==> src/rtl/sound_event_scheduler.sv <==
// sound_event_scheduler
// Arbitrates the single tone output between four game sound events
// (shot, enemy killed, player killed, victory). One-cycle request pulses are
// latched into pending bits. The highest-priority pending event is loaded,
// and its fixed note sequence is played one note per FRAMES_PER_NOTE video
// frames. An optional silent gap of GAP_FRAMES frames follows each sequence.
//
// Optional feature macro: SOUND_PREEMPT_EN
//   defined   : in PLAY, a frame pulse that sees a pending event of higher
//               priority than the one playing aborts it and loads the new one
//               (the aborted event is dropped, no gap is inserted).
//   undefined : every sequence runs to completion before the next load.
module sound_event_scheduler #(
  parameter int FRAMES_PER_NOTE = 4,
  parameter int GAP_FRAMES      = 1
) (
  input  logic       clk,
  input  logic       reset,
  input  logic       startOfFrame,
  input  logic       shotFired,
  input  logic       enemyDead,
  input  logic       playerDead,
  input  logic       victory,
  output logic [3:0] sound_key,
  output logic       sound_enable,
  output logic       busy,
  output logic [1:0] active_id
);

  typedef enum logic [1:0] {
    IDLE = 2'd0,
    LOAD = 2'd1,
    PLAY = 2'd2,
    GAP  = 2'd3
  } state_t;

  // Last value of the 4-bit frame counter before a note advances.
  localparam logic [3:0] LAST_FRAME = 4'(FRAMES_PER_NOTE - 1);

  // Gap counter is sized to hold GAP_FRAMES-1; at least one bit wide.
  localparam int GAP_W = (GAP_FRAMES > 1) ? $clog2(GAP_FRAMES) : 1;
  localparam logic [GAP_W-1:0] LAST_GAP =
    (GAP_FRAMES > 0) ? GAP_W'(GAP_FRAMES - 1) : '0;

  // Note table: key of note idx within the sequence of event id.
  function automatic logic [3:0] rom_key(input logic [1:0] id, input logic [2:0] idx);
    logic [3:0] k;
    k = 4'd0;
    case (id)
      2'd0: begin
        case (idx)
          3'd0:    k = 4'd9;
          3'd1:    k = 4'd11;
          default: k = 4'd0;
        endcase
      end
      2'd1: begin
        case (idx)
          3'd0:    k = 4'd4;
          3'd1:    k = 4'd7;
          3'd2:    k = 4'd11;
          default: k = 4'd0;
        endcase
      end
      2'd2: begin
        case (idx)
          3'd0:    k = 4'd7;
          3'd1:    k = 4'd5;
          3'd2:    k = 4'd3;
          3'd3:    k = 4'd0;
          default: k = 4'd0;
        endcase
      end
      default: begin
        case (idx)
          3'd0:    k = 4'd0;
          3'd1:    k = 4'd4;
          3'd2:    k = 4'd7;
          3'd3:    k = 4'd12;
          3'd4:    k = 4'd7;
          3'd5:    k = 4'd12;
          default: k = 4'd0;
        endcase
      end
    endcase
    return k;
  endfunction

  // Index of the final note of each sequence.
  function automatic logic [2:0] last_idx(input logic [1:0] id);
    logic [2:0] l;
    case (id)
      2'd0:    l = 3'd1;
      2'd1:    l = 3'd2;
      2'd2:    l = 3'd3;
      default: l = 3'd5;
    endcase
    return l;
  endfunction

  // Fixed priority: id 3 highest, id 0 lowest.
  function automatic logic [1:0] top_id(input logic [3:0] p);
    logic [1:0] t;
    t = 2'd0;
    if (p[3])      t = 2'd3;
    else if (p[2]) t = 2'd2;
    else if (p[1]) t = 2'd1;
    return t;
  endfunction

`ifdef SOUND_PREEMPT_EN
  // True when some pending event outranks the one currently playing.
  function automatic logic higher_pending(input logic [3:0] p, input logic [1:0] id);
    logic h;
    case (id)
      2'd0:    h = |p[3:1];
      2'd1:    h = |p[3:2];
      2'd2:    h = p[3];
      default: h = 1'b0;
    endcase
    return h;
  endfunction
`endif

  state_t           state_reg, state_next;
  logic [3:0]       pend_reg, pend_next;
  logic [3:0]       frame_reg, frame_next;
  logic [2:0]       idx_reg, idx_next;
  logic [GAP_W-1:0] gap_reg, gap_next;
  logic [1:0]       id_reg, id_next;
  logic [3:0]       key_reg, key_next;
  logic             en_reg, en_next;
  logic             busy_reg, busy_next;

  logic [3:0]       req;
  logic [3:0]       clr;
  logic [1:0]       sel_id;

  assign req    = {victory, playerDead, enemyDead, shotFired};
  assign sel_id = top_id(pend_reg);

  // Pending bits: a new request always wins over a same-cycle clear, so an
  // event re-requested during its own LOAD cycle plays again afterwards.
  for (genvar gi = 0; gi < 4; gi++) begin : g_pend
    assign pend_next[gi] = req[gi] | (pend_reg[gi] & ~clr[gi]);
  end

  // Next-state and next-output logic; outputs are computed one cycle ahead
  // so that every output leaves the block straight from a register.
  always_comb begin
    state_next = state_reg;
    frame_next = frame_reg;
    idx_next   = idx_reg;
    gap_next   = gap_reg;
    id_next    = id_reg;
    key_next   = key_reg;
    en_next    = en_reg;
    clr        = 4'b0000;

    case (state_reg)
      IDLE: begin
        key_next = 4'd0;
        en_next  = 1'b0;
        if (|pend_reg) begin
          state_next = LOAD;
        end
      end

      // Frame pulses arriving here are deliberately ignored.
      LOAD: begin
        id_next     = sel_id;
        clr[sel_id] = 1'b1;
        idx_next    = 3'd0;
        frame_next  = 4'd0;
        gap_next    = '0;
        key_next    = rom_key(sel_id, 3'd0);
        en_next     = 1'b1;
        state_next  = PLAY;
      end

      PLAY: begin
        if (startOfFrame) begin
`ifdef SOUND_PREEMPT_EN
          if (higher_pending(pend_reg, id_reg)) begin
            state_next = LOAD;
            key_next   = 4'd0;
            en_next    = 1'b0;
          end else
`endif
          if (frame_reg == LAST_FRAME) begin
            frame_next = 4'd0;
            if (idx_reg == last_idx(id_reg)) begin
              key_next   = 4'd0;
              en_next    = 1'b0;
              gap_next   = '0;
              state_next = (GAP_FRAMES == 0) ? IDLE : GAP;
            end else begin
              idx_next = idx_reg + 3'd1;
              key_next = rom_key(id_reg, idx_reg + 3'd1);
            end
          end else begin
            frame_next = frame_reg + 4'd1;
          end
        end
      end

      // Silent gap; requests keep accumulating but cannot cut it short.
      GAP: begin
        key_next = 4'd0;
        en_next  = 1'b0;
        if (startOfFrame) begin
          if (gap_reg == LAST_GAP) begin
            state_next = IDLE;
          end else begin
            gap_next = gap_reg + 1'b1;
          end
        end
      end

      default: begin
        state_next = IDLE;
        key_next   = 4'd0;
        en_next    = 1'b0;
      end
    endcase

    busy_next = (state_next != IDLE);
  end

  // State, pending and output registers; reset silences the block at once.
  always_ff @(posedge clk or posedge reset) begin
    if (reset) begin
      state_reg <= IDLE;
      pend_reg  <= 4'b0000;
      frame_reg <= 4'd0;
      idx_reg   <= 3'd0;
      gap_reg   <= '0;
      id_reg    <= 2'd0;
      key_reg   <= 4'd0;
      en_reg    <= 1'b0;
      busy_reg  <= 1'b0;
    end else begin
      state_reg <= state_next;
      pend_reg  <= pend_next;
      frame_reg <= frame_next;
      idx_reg   <= idx_next;
      gap_reg   <= gap_next;
      id_reg    <= id_next;
      key_reg   <= key_next;
      en_reg    <= en_next;
      busy_reg  <= busy_next;
    end
  end

  assign sound_key    = key_reg;
  assign sound_enable = en_reg;
  assign busy         = busy_reg;
  assign active_id    = id_reg;

endmodule

==> config.mk <==
export PLATFORM = sky130hd
export DESIGN_NAME = sound_event_scheduler
export DESIGN_NICKNAME = d
export VERILOG_FILES = /design/src/rtl/sound_event_scheduler.sv
export SDC_FILE = /design/constraint.sdc
export NUM_CORES = 1
export LEC_CHECK = 0
export ABC_AREA = 0
export BUFFER_PORTS_ARGS = -buffer_cell sky130_fd_sc_hd__clkbuf_2
export CORE_MARGIN = 2
export CORE_UTILIZATION = 41
export DETAILED_ROUTE_END_ITERATION = 10
export HOLD_SLACK_MARGIN = 0.15
export PLACE_DENSITY = 0.64
export SKIP_LAST_GASP = 1
export SYNTH_ARGS = -nofsm -noshare
export SYNTH_HDL_FRONTEND = slang
export SYNTH_SLANG_ARGS = --single-unit
export TNS_END_PERCENT = 100
==> constraint.sdc <==
create_clock -name clk -period 4.1 [get_ports clk]
set_input_delay 0.205 -clock clk [delete_from_list [all_inputs] [get_ports clk]]
set_output_delay 0.205 -clock clk [all_outputs]
set_load 0.005 [all_outputs]
Yosys cells after proc, flatten, opt, wreduce, memory -nomap -nowiden
Cells that the tools add are included.
Operators by class
  muxes and demuxes: 41
  add/subtract/negate cells: 3
  reduce and logical (&&, ||, !) cells: 17
  bitwise logic cells: 12
  $lt $le $gt $ge: 2
  eq/ne operators: 19
Operators by type and width (number)
  4-bit one-hot mux with 3 select lines: 5
  4-bit two-way mux: 6
  3-bit two-way mux: 6
  3-bit one-hot mux with 3 select lines: 2
  2-bit two-way mux: 8
  4-bit one-hot mux with 2 select lines: 2
  2-bit != test (second input constant): 5
  2-bit equality test (second input constant): 4
  2-bit one-hot mux with 4 select lines: 1
  1-bit two-way mux: 7
  2-bit by 1-bit equality test with 1-bit output (second input constant): 3
  3-bit by 2-bit equality test with 1-bit output (second input constant): 2
  3-bit equality test (second input constant): 2
  2-bit logical NOT: 3
  1-bit one-hot mux with 3 select lines: 2
  3-bit one-hot mux with 2 select lines: 1
  2-bit OR reduction: 3
  5-bit AND reduction: 1
  4-bit by 1-bit adder with 4-bit output (second input constant): 1
  1-bit bitwise AND: 4
  4-bit by 2-bit equality test with 1-bit output (second input constant): 1
  1-bit inverter: 4
  1-bit bitwise OR: 4
  2-bit AND reduction: 2
  other kinds (14): 15
Word-level totals
  bits in registers: 22
  output and inout port bits: 8
  bits of input ports: 7
  logic and storage cells: 103

Logic depth before layout (Yosys ltp)
Gate-level depths: netlist (run 1).
  word-level depth: 11
  gate-level depth with buffers: 6

Least setup slack after synthesis (run 1)
No wires, ideal clock.
  kind: reg2reg
  start: reg id_reg[0] (netlist: active_id[0])
  end: reg idx_reg[0]
  path slack: 2.343 ns
  stages on the path, launching flop included: 6
  library setup time: 0.125 ns
  buffers on the path: 0
  arrival time: 1.632 ns
  period minus slack after synthesis: 1.757 ns
  required time: 3.975 ns
  cell sequence: dfrtp_1 inv_1 ha_1 xnor2_1 a311oi_4 mux2_4
Between the ends
  word-level cells in the longest chain between the ends: 8
  elaborated cells between the ends (all ways): 10
RTL lines
  start, declared: RTL line 130  | logic [1:0] id_reg, id_next;
  start signal, assigned: RTL line 248  | id_reg <= id_next;
  2-bit equality test (tied with other cells): RTL line 92  | case (id)
  3-bit one-hot mux with 3 select lines *: RTL line 92
  3-bit two-way mux *: RTL line 190  | if (frame_reg == LAST_FRAME) begin
  3-bit two-way mux *: RTL line 182  | if (startOfFrame) begin
  3-bit two-way mux *: RTL line 160  | case (state_reg)
  3-bit equality test *: RTL line 192  | if (idx_reg == last_idx(id_reg)) begin
  2-bit != test (no line) *
  4-bit AND reduction (no line) *
  end signal, assigned: RTL line 246  | idx_reg <= idx_next;
  end, declared: RTL line 128  | logic [2:0] idx_reg, idx_next;
Mark *: on every way between the ends. The rest lies on a longest branch, timed or not. The select of a mux whose other input is x is not followed.
A chain may end at the register's enable or synchronous reset.

Worst setup path after layout (run 1)
  start: reg state_reg[0]
  end: reg pend_reg[2]
Between the ends
  word-level cells in the longest chain between the ends: 5
RTL lines
  start, declared: RTL line 125  | state_t state_reg, state_next;
  start signal, assigned: RTL line 243  | state_reg <= state_next;
  2-bit by 1-bit equality test with 1-bit output: RTL line 160
  4-bit two-way mux: RTL line 160
  1-bit inverter: RTL line 145  | assign pend_next[gi] = req[gi] | (pend_reg[gi] & ~clr[gi]);
  1-bit bitwise AND: RTL line 145
  1-bit bitwise OR: RTL line 145
  named net pend_next[2]: RTL line 126  | logic [3:0] pend_reg, pend_next;
  end signal, assigned: RTL line 244  | pend_reg <= pend_next;
  end, declared: RTL line 126
The timed path passes the listed nets, and every way through them passes these cells.

==> summary.md, run 1 <==
| Metric | Value |
|---|---|
| Placed Cells | `between 200 and 250` |
| Post-Syn Nets | `174` |
| Worst Setup EP | `pend_reg[2]$_DFF_PP0_` |
| Crit start category | `register` |
| Sink Count | `21` |
| Clock share of power | `0.100` |
| Dominant cell by count in the synthesized netlist | `dfrtp_1` |
| Async S/R FF share, synth | `1.00` |
| Worst rel slew slack | `0.345` |
| Crit-path max FO | `16` |
| Initial antenna violation count | `0` |
| Clock transition at path regs | `0.12 ns` |
| Power Internal | `roughly 0.55 mW` |
| Reg2Reg Depth | `3` |
| Largest area contributor in the netlist | `dfrtp_1` |
| HP Class | `in -> reg` |
| DRC | `0` |
| WL/cell | `around 13 um` |
| Final std cells w/o fill | `between 200 and 250` |
| Design Area, Final | `1580 um2` |
| Most area-consuming cells after synthesis | `dfrtp_1 (37%), ha_1 (14%), a21oi_1 (6.8%), nor2_1 (3.5%), inv_1 (3.2%)` |
| Post-DP HPWL | `2060 um` |
| Final nets | `between 150 and 200` |
| RSZ-0062 raised after global routing | `false` |
| CTS tree | `built` |
| Via count | `1122` |
| # IOs | `15` |
| CTS max path bufs | `2` |
| I/O Buffers | `14` |
| CP Data Required Time | `roughly 4.3 ns` |
| Slew Limit Fails | `0` |
| CP Launch Point | `state_reg[0]$_DFF_PP0_` |
| Initial core utilization | `0.425` |
| Worst flop-to-flop path endpoint | `pend_reg[2]$_DFF_PP0_` |
| Main synth FF type | `dfrtp_1` |
| Gr usage total | `0.148` |
| Worst R2R Start | `state_reg[0]$_DFF_PP0_` |
| Final hold violations | `0` |
| Max-cap violation count | `0` |
| Fill cell count | `318` |
| Layout cells sized above 1 | `0.160` |
| Final Skew | `~0.0014 ns` |
| Slew at the pin with the worst max-slew slack | `0.980 ns` |
| Worst setup margin | `2.18 ns` |
| Die X | `roughly 63 um` |
| Die Height | `62.6 um` |
| Final min period | `1.92 ns` |
| Synth Register Bits | `21` |
| Post-Syn Instances | `151` |
| CP max-delay cell | `nor2b_1` |
| Number of synthesized flops with an enable pin | `0` |
| Routability cong. | `0.849` |
| Core ar. | `3310 um2` |
| Placement Cell Area | `1510 um2` |
| Reg2Reg Setup Slack | `2.18 ns` |
| Synth unique cells | `40` |
| Comb pwr share | `0.538` |
| Dpl ws | `between 2 and 2.5 ns` |
| Flop pwr share | `0.362` |
| Crit path capture type | `register` |
| Design Power | `approximately 1 mW` |
| Highest ir drop seen on vdd | `0.280 mV` |
| Final setup vio count | `0` |
| Worst skew pair latency | `0.30 ns` |
| Synth Area per Inst | `9.31 um2` |
| Sequential area share after synthesis | `0.374` |
| Sw frac | `0.463` |
| Largest stage delay on the critical path | `0.83 ns` |
| Crit path kind | `reg -> reg` |
| Max Freq | `520 MHz` |
| Syn-to-layout area delta | `12.5%` |
| Switching power | `~0.47 mW` |
| Fin Setup TNS | `0 ns` |
| H-tree levels | `1` |
| Total wire length | `2710 um` |
| Crit path DAT | `approximately 2.1 ns` |
| Vias/cell | `approximately 5.2` |
| Worst path cell trace | `nor2b_1, a21oi_1, or2_2` |
| Row count | `21` |
| Number of diodes | `0` |
| CTS root buf | `clkbuf_4` |
| Cts repair resizes | `0` |
| Warnings, synthesis | `0` |
| Syn Std Cell Area | `1410 um2` |
| Largest net degree at the start of global routing | `22` |
| Die ar. | `3910 um2` |
| Synth top cells by count | `dfrtp_1 (21), a21oi_1 (19), ha_1 (16)` |
| Drt pass-1 iters | `4` |
| Status | `complete, no violations` |
| PD cells | `647 nW/um2` |
| Iter 0 DRT Violations | `28` |
| Vias in the first global route | `1069` |
| Pleak | `0.710 nW` |
| Number of routed nets with antenna violations | `0` |
| Share of the synthesized area in the top cell type | `0.374` |
| Final period utilization | `0.469` |
| Overflow after GRT | `0` |
| CTS Buf Count | `3` |
| First-pass GRT wire length | `4710 um` |
## power groups by stage
| stage | clock network, mW | registers (mW) | logic (mW) |
|---|---|---|---|
| 6_report | 0.102 | 0.371 | 0.551 |
| 3_3_place_gp | 0 | 0.372 | 0.534 |
| 5_1_grt | 0.116 | 0.386 | 0.619 |
| 2_1_floorplan | 0 | 0.341 | 0.457 |
| 4_1_cts | 0.108 | 0.371 | 0.551 |
| 3_5_place_dp | 0 | 0.374 | 0.547 |
## layer usage
metal	vias to the layer above	wire, um	track usage
li1	564	-	-
met1	525	1280	0.197
met2	29	1290	0.239
met3	4	114	0.0270
met4	0	21	0.0528
met5	-	0	0
## final cells by class
type,count,area (um2),share of cell area
clock buffer,3,22.5,0.0142
clock inverter,1,5.00,0.00316
multi-input combinational,113,807,0.510
timing repair buffer,19,120,0.0759
inverter,12,45.0,0.0285
sequential,21,526,0.332
tap,46,57.6,0.0364
## metrics by stage
| stage | util | hold WS [ns] |
|---|---|---|
| after detailed placement | 0.455 | 0.380 |
| after floorplan | - | 0.182 |
| final | 0.478 | 0.360 |
| after global placement | 0.455 | 0.366 |
| after CTS | 0.478 | 0.346 |
| after global routing | 0.478 | 0.390 |
## logic make-up (layout without fill, tap and decap cells)
family,count (synthesis),in the layout,share of synthesized area
xor+xnor,3,3,0.0240
compound gates,46,46,0.207
fa+ha+maj,16,16,0.142
simple gates,46,46,0.182
buf+inv,17,35,0.0525
mux,2,2,0.0178
flops,21,21,0.374
## placed cells by master (no fill, tap or decap), drive strengths merged, types with 2 or more instances in the layout
cell type	Yosys	final
and3	3	3
nor3	4	4
o21ai	10	10
dfrtp	21	21
dlygate4sd3	0	5
or2b	2	2
inv	12	12
nand4	2	2
clkbuf	2	17
nand2	10	10
nand2b	4	4
nor2	13	13
xnor2	2	2
ha	16	16
o31ai	2	2
a21oi	19	19
nand3	2	2
a211oi	2	2
a21o	4	4
a22oi	2	2
## how the worst min path moves through the flow
stage | slack, ns | to | from | cells past startpoint
CTS | 0.35 | frame_reg[2]$_DFFE_PP0P_ | startOfFrame | 4
detailed placement | 0.38 | pend_reg[0]$_DFF_PP0_ | reset | 2
global placement | 0.37 | pend_reg[0]$_DFF_PP0_ | reset | 2
finish | 0.36 | frame_reg[2]$_DFFE_PP0P_ | startOfFrame | 4
global route | 0.39 | state_reg[1]$_DFF_PP0_ | startOfFrame | 3
floorplan | 0.18 | active_id[0]$_DFFE_PP0P_ | reset | 1
## what timing repair did
action / 4_1_cts / 5_1_grt
hold buffers: 5 / 0
setup buffers: 0 / 0
hold endpoints to repair: 25 / 0
## worst max-delay path: cells and delay by family (launching register included)
kind               cells  cell delay (ns)
AOI/OAI and AO/OA      1             0.14
DFF                    1             0.55
and+or+nand+nor        2             1.13
(Power assumes the default switching activity.)
==> run 2: changes to the inputs <==
--- a/config.mk
+++ b/config.mk
@@ -5,7 +5,7 @@
 export SDC_FILE = /design/constraint.sdc
 export NUM_CORES = 1
 export LEC_CHECK = 0
-export ABC_AREA = 0
+export ABC_AREA = 1
 export BUFFER_PORTS_ARGS = -buffer_cell sky130_fd_sc_hd__clkbuf_2
 export CORE_MARGIN = 2
 export CORE_UTILIZATION = 41
==> constraint.sdc (replaced) <==
create_clock -name clk -period 2 [get_ports clk]
set_input_delay 0.1 -clock clk [delete_from_list [all_inputs] [get_ports clk]]
set_output_delay 0.1 -clock clk [all_outputs]
set_load 0.005 [all_outputs]
==> summary.md, run 2 <==
| Metric | Value |
|---|---|
| Placed Cells | `between 200 and 250` |
| HP Class | `in -> async` |
| Met3 WL | `82 um` |
| Post-Syn Nets | `197` |
| Final min period | `1.81 ns` |
| Commonest non-fill, non-tap cell in the layout | `nand2_1` |
| Worst setup margin | `0.188 ns` |
| CTS Buf Count | `3` |
| Overflow after GRT | `0` |
| Max Freq | `552 MHz` |
| Crit path kind | `reg -> reg` |
| Largest net degree at the start of global routing | `22` |
| RSZ-0062 raised after global routing | `false` |
| DRC | `0` |
| Gr usage total | `0.174` |
| Core ar. | `roughly 3100 um2` |
| Dpl ws | `approximately 0.22 ns` |
| Vias in the first global route | `1142` |
| Worst R2R Start | `idx_reg[0]$_DFFE_PP0P_` |
| Fin Setup TNS | `0 ns` |
| Final period utilization | `0.906` |
| Row count | `20` |
| Post-CTS Hold Buffers | `6` |
| Synth Register Bits | `21` |
| Vias/cell | `4.84` |
| Final Skew | `0.00157 ns` |
| PD cells | `around 1400 nW/um2` |
| Final hold violations | `0` |
| # IOs | `15` |
| Crit path capture type | `register` |
| Routed wl met2 | `between 1000 and 1500 um` |
| Reg2Reg Depth | `11` |
| Main synth FF type | `dfrtp_1` |
| Max layer used | `met4` |
| H-tree levels | `1` |
| Worst rel slew slack | `0.472` |
| Final std cells w/o fill | `~240` |
| First-pass GRT wire length | `a little under 5000 um` |
| Die ar. | `about 3800 um2` |
| Share of the synthesized area in the top cell type | `0.386` |
| Routability cong. | `0.888` |
| Clock transition at path regs | `0.11 ns` |
| CTS root buf | `clkbuf_4` |
| Number of synthesized flops with an enable pin | `0` |
| Most frequent cells in the layout | `nand2_1 (49), inv_1 (21), dfrtp_1 (21)` |
| Syn Std Cell Area | `1360 um2` |
| Total wire length | `2840 um` |
| Most area-consuming cells after synthesis | `dfrtp_1 (39%), ha_1 (15%), nand2_1 (13%), inv_1 (5.8%), nand3_1 (3.7%)` |
| Number of diodes | `0` |
| Design Power | `2.24 mW` |
| Synth top cells by count | `nand2_1 (49), dfrtp_1 (21), inv_1 (21)` |
| Warnings, synthesis | `0` |
| Layout cells sized above 1 | `0.152` |
| Max-cap violation count | `0` |
| Synth Area per Inst | `around 7.8 um2` |
| Final setup vio count | `0` |
| CTS tree | `built` |
| Die X | `61.7 um` |
| Worst flop-to-flop path endpoint | `sound_key[0]$_DFFE_PP0P_` |
| Syn-to-layout area delta | `15.7%` |
| Post-DP HPWL | `2210 um` |
| Drt pass-1 iters | `4` |
| Async S/R FF share, synth | `1.00` |
| Crit start category | `register` |
| CP Data Required Time | `about 2.3 ns` |
| WL/cell | `11.7 um` |
| Initial antenna violation count | `0` |
| Met1 WL | `1340 um` |
| Setup bufs post-CTS | `0` |
| Initial core utilization | `0.439` |
| Post-Syn Instances | `174` |
| Pleak | `around 0.8 nW` |
| Die Height | `just over 60 um` |
| Cts repair resizes | `0` |
| Highest ir drop seen on vdd | `0.565 mV` |
| Sequential area share after synthesis | `0.386` |
| Dominant cell by count in the synthesized netlist | `nand2_1` |
| Number of routed nets with antenna violations | `0` |
| Reg2Reg Setup Slack | `around 0.19 ns` |
| Iter 0 DRT Violations | `35` |
| I/O Buffers | `14` |
| Worst skew pair latency | `0.30 ns` |
| Sink Count | `21` |
| Final nets | `222` |
| Synth unique cells | `27` |
| Crit-path max FO | `6` |
| Via count | `1171` |
| Slew Limit Fails | `0` |
| Worst hold slack | `~0.47 ns` |
| CTS max path bufs | `2` |
| Slew at the pin with the worst max-slew slack | `0.791 ns` |
| Crit path DAT | `2.06 ns` |
| Status | `complete, no violations` |
| Largest area contributor in the netlist | `dfrtp_1` |
==> run 2: cell types whose count changed in the layout (fill, tap and decap cells not counted), sizes merged, moves of 3 or more <==
cell    previous run  this run
nor3               4         1
nand4              2         6
nand2b             4         0
a21oi             19         7
nand2             10        50
and3               3         0
nand3              2        11
inv               12        26
==> run 2: how the worst max path moves through the flow <==
stage | from | to | slack, ns
3_3_place_gp | idx_reg[0]$_DFFE_PP0P_ | sound_key[0]$_DFFE_PP0P_ | 0.27
4_1_cts | idx_reg[0]$_DFFE_PP0P_ | sound_key[0]$_DFFE_PP0P_ | 0.19
2_1_floorplan | idx_reg[0]$_DFFE_PP0P_ | sound_key[0]$_DFFE_PP0P_ | 0.45
6_report | idx_reg[0]$_DFFE_PP0P_ | sound_key[0]$_DFFE_PP0P_ | 0.19
3_5_place_dp | idx_reg[0]$_DFFE_PP0P_ | sound_key[0]$_DFFE_PP0P_ | 0.22
5_1_grt | idx_reg[0]$_DFFE_PP0P_ | sound_key[1]$_DFFE_PP0P_ | 0.08
==> run 2: stage by stage <==
stage / utilization / instance area, um2
finish: 0.508 / 1580
global placement: 0.480 / 1490
global route: 0.508 / 1580
CTS: 0.508 / 1580
detailed placement: 0.480 / 1490
floorplan: - / 1360
==> run 2: cell type report <==
type | instances | area, um2
Tap cell | 44 | 55.1
Inverter | 26 | 97.6
Clock buffer | 4 | 26.3
Multi-Input combinational cell | 125 | 727
Sequential cell | 21 | 526
Timing Repair Buffer | 22 | 145
Fill cell | 321 | 1530
==> run 2: critical path, stage by stage, from the launching register on <==
cell and delay, ns:
dfrtp_1 0.47, ha_1 0.23, ha_1 0.29, inv_1 0.12, nand2_1 0.10, nand2_1 0.09, nand2_1 0.08, nand2_1 0.07
nor2_1 0.04, o21bai_1 0.14, nand2_1 0.07, nand2_1 0.06
==> run 2: logic make-up (layout without fill, tap and decap cells) <==
kind of cell    Yosys count  count (layout)  synth area share
flops                    21              21             0.386
buf+inv                  28              52            0.0808
xor+xnor                  2               2            0.0129
simple gates             82              82             0.264
compound gates           25              25             0.109
fa+ha+maj                16              16             0.147
==> run 2: report_power, final <==
part           leakage [nW]  switching [mW]  internal (mW)  total (mW)
Combinational         0.557           0.802          0.493        1.29
Clock                0.0150           0.124         0.0778       0.201
Sequential            0.248           0.156          0.589       0.745
Total                 0.820            1.08           1.16        2.24
==> run 2: routing by layer <==
metal  track usage  vias up
met3        0.0378        4
met5             0        -
li1              -      602
met2         0.308       21
met4        0.0486        0
met1         0.211      544
==> run 3: changes to the inputs <==
--- a/config.mk
+++ b/config.mk
@@ -12,6 +12,7 @@
 export DETAILED_ROUTE_END_ITERATION = 10
 export HOLD_SLACK_MARGIN = 0.15
 export PLACE_DENSITY = 0.64
+export RECOVER_POWER = 25
 export SKIP_LAST_GASP = 1
 export SYNTH_ARGS = -nofsm -noshare
 export SYNTH_HDL_FRONTEND = slang
==> summary.md, run 3 (synthesized netlist as in run 2, its figures left out) <==
| Metric | Value |
|---|---|
| Status | `complete, no violations` |
| PD cells | `1420 nW/um2` |
| Final hold violations | `0` |
| Worst R2R Start | `idx_reg[0]$_DFFE_PP0P_` |
| Crit path capture type | `register` |
| Post-CTS Hold Buffers | `6` |
| Syn-to-layout area delta | `14.9%` |
| CP Data Required Time | `2.25 ns` |
| # IOs | `15` |
| Overflow after GRT | `0` |
| Reg2Reg Depth | `11` |
| Max Freq | `551 MHz` |
| Slew at the pin with the worst max-slew slack | `between 0.7 and 0.8 ns` |
| Most frequent cells in the layout | `nand2_1 (49), inv_1 (21), dfrtp_1 (21)` |
| Routability cong. | `0.888` |
| Final setup vio count | `0` |
| Worst skew pair latency | `0.30 ns` |
| CTS tree | `built` |
| Via count | `1171` |
| Final std cells w/o fill | `242` |
| CTS max path bufs | `2` |
| Vias in the first global route | `1142` |
| Placed Cells | `232` |
| RSZ-0062 raised after global routing | `false` |
| Commonest non-fill, non-tap cell in the layout | `nand2_1` |
| CP Launch Point | `idx_reg[0]$_DFFE_PP0P_` |
| Final min period | `1.81 ns` |
| Max layer used | `met4` |
| Drt pass-1 iters | `4` |
| Final period utilization | `0.907` |
| Setup bufs post-CTS | `0` |
| Clock transition at path regs | `around 0.11 ns` |
| Max-cap violation count | `0` |
| Design Power | `about 2.2 mW` |
| Met1 WL | `1340 um` |
| Core ar. | `between 3000 and 4000 um2` |
| Vias/cell | `about 4.8` |
| Crit start category | `register` |
| Post-DP HPWL | `2210 um` |
| Placement Cell Area | `1490 um2` |
| Worst rel slew slack | `0.472` |
| Die ar. | `3800 um2` |
| Fin Setup TNS | `0 ns` |
| Fill cell count | `322` |
| Crit path DAT | `2.06 ns` |
| Row count | `20` |
| Sink Count | `21` |
| Layout cells sized above 1 | `0.121` |
| Worst flop-to-flop path endpoint | `sound_key[0]$_DFFE_PP0P_` |
| Die X | `61.7 um` |
| Worst setup margin | `0.186 ns` |
| H-tree levels | `1` |
| Design Area, Final | `1570 um2` |
| CTS Buf Count | `3` |
| First-pass GRT wire length | `4860 um` |
| Initial core utilization | `0.439` |
| Routed wl met2 | `1410 um` |
| Die Height | `61.7 um` |
| Highest ir drop seen on vdd | `about 0.56 mV` |
| CTS root buf | `clkbuf_4` |
| Total wire length | `2870 um` |
| Dpl ws | `roughly 0.22 ns` |
| I/O Buffers | `14` |
| Initial antenna violation count | `0` |
| Final Skew | `0.00160 ns` |
| Pleak | `0.804 nW` |
| Slew Limit Fails | `0` |
| Iter 0 DRT Violations | `35` |
| Met3 WL | `95 um` |
| Reg2Reg Setup Slack | `0.19 ns` |
| Crit-path max FO | `6` |
| Number of diodes | `0` |
| Cts repair resizes | `0` |
| Number of routed nets with antenna violations | `0` |
| WL/cell | `11.8 um` |
| HP Class | `in -> async` |
| Gr usage total | `0.174` |
| Final nets | `~220` |
| DRC | `0` |
| Largest net degree at the start of global routing | `22` |
| Crit path kind | `reg -> reg` |
run 3: area by class of cell:
cell class	count	area, um2	area share
timing repair buffer	22	136	0.0871
clock buffer	4	26.3	0.0168
sequential	21	526	0.336
tap	44	55.1	0.0352
multi-input combinational	125	724	0.463
inverter	26	97.6	0.0624
run 3: metrics by stage:
| stage | util | hold slack, ns |
|---|---|---|
| floorplan | - | 0.0765 |
| global placement | 0.480 | 0.271 |
| detailed placement | 0.480 | 0.281 |
| CTS | 0.508 | 0.488 |
| global route | 0.504 | 0.487 |
| finish | 0.504 | 0.471 |
run 3: how the worst max path moves through the flow:
stage                          endpoint  slack (ns)  cells past startpoint
5_1_grt        sound_key[1]$_DFFE_PP0P_        0.08                      9
6_report       sound_key[0]$_DFFE_PP0P_        0.19                     11
3_5_place_dp   sound_key[0]$_DFFE_PP0P_        0.22                     11
3_3_place_gp   sound_key[0]$_DFFE_PP0P_        0.27                     11
2_1_floorplan  sound_key[0]$_DFFE_PP0P_        0.45                     11
4_1_cts        sound_key[0]$_DFFE_PP0P_        0.19                     11
run 3: routing by layer:
metal	up-vias	global-route usage
li1	601	-
met1	545	0.211
met2	21	0.308
met3	4	0.0378
met4	0	0.0486
met5	-	0
run 3: power breakdown:
part	internal (mW)	switching, mW	leakage, nW	total [mW]
sequential	0.589	0.155	0.248	0.744
clock	0.0778	0.124	0.0150	0.201
combinational	0.479	0.802	0.541	1.28
total	1.15	1.08	0.804	2.23
run 3: worst max-delay path: stages (launching register included):
cell	delay [ns]
dfrtp_1	0.47
ha_1	0.23
ha_1	0.29
inv_1	0.12
nand2_1	0.10
nand2_1	0.09
nand2_1	0.08
nand2_1	0.07
nor2_1	0.04
o21bai_1	0.14
nand2_1	0.07
nand2_1	0.06
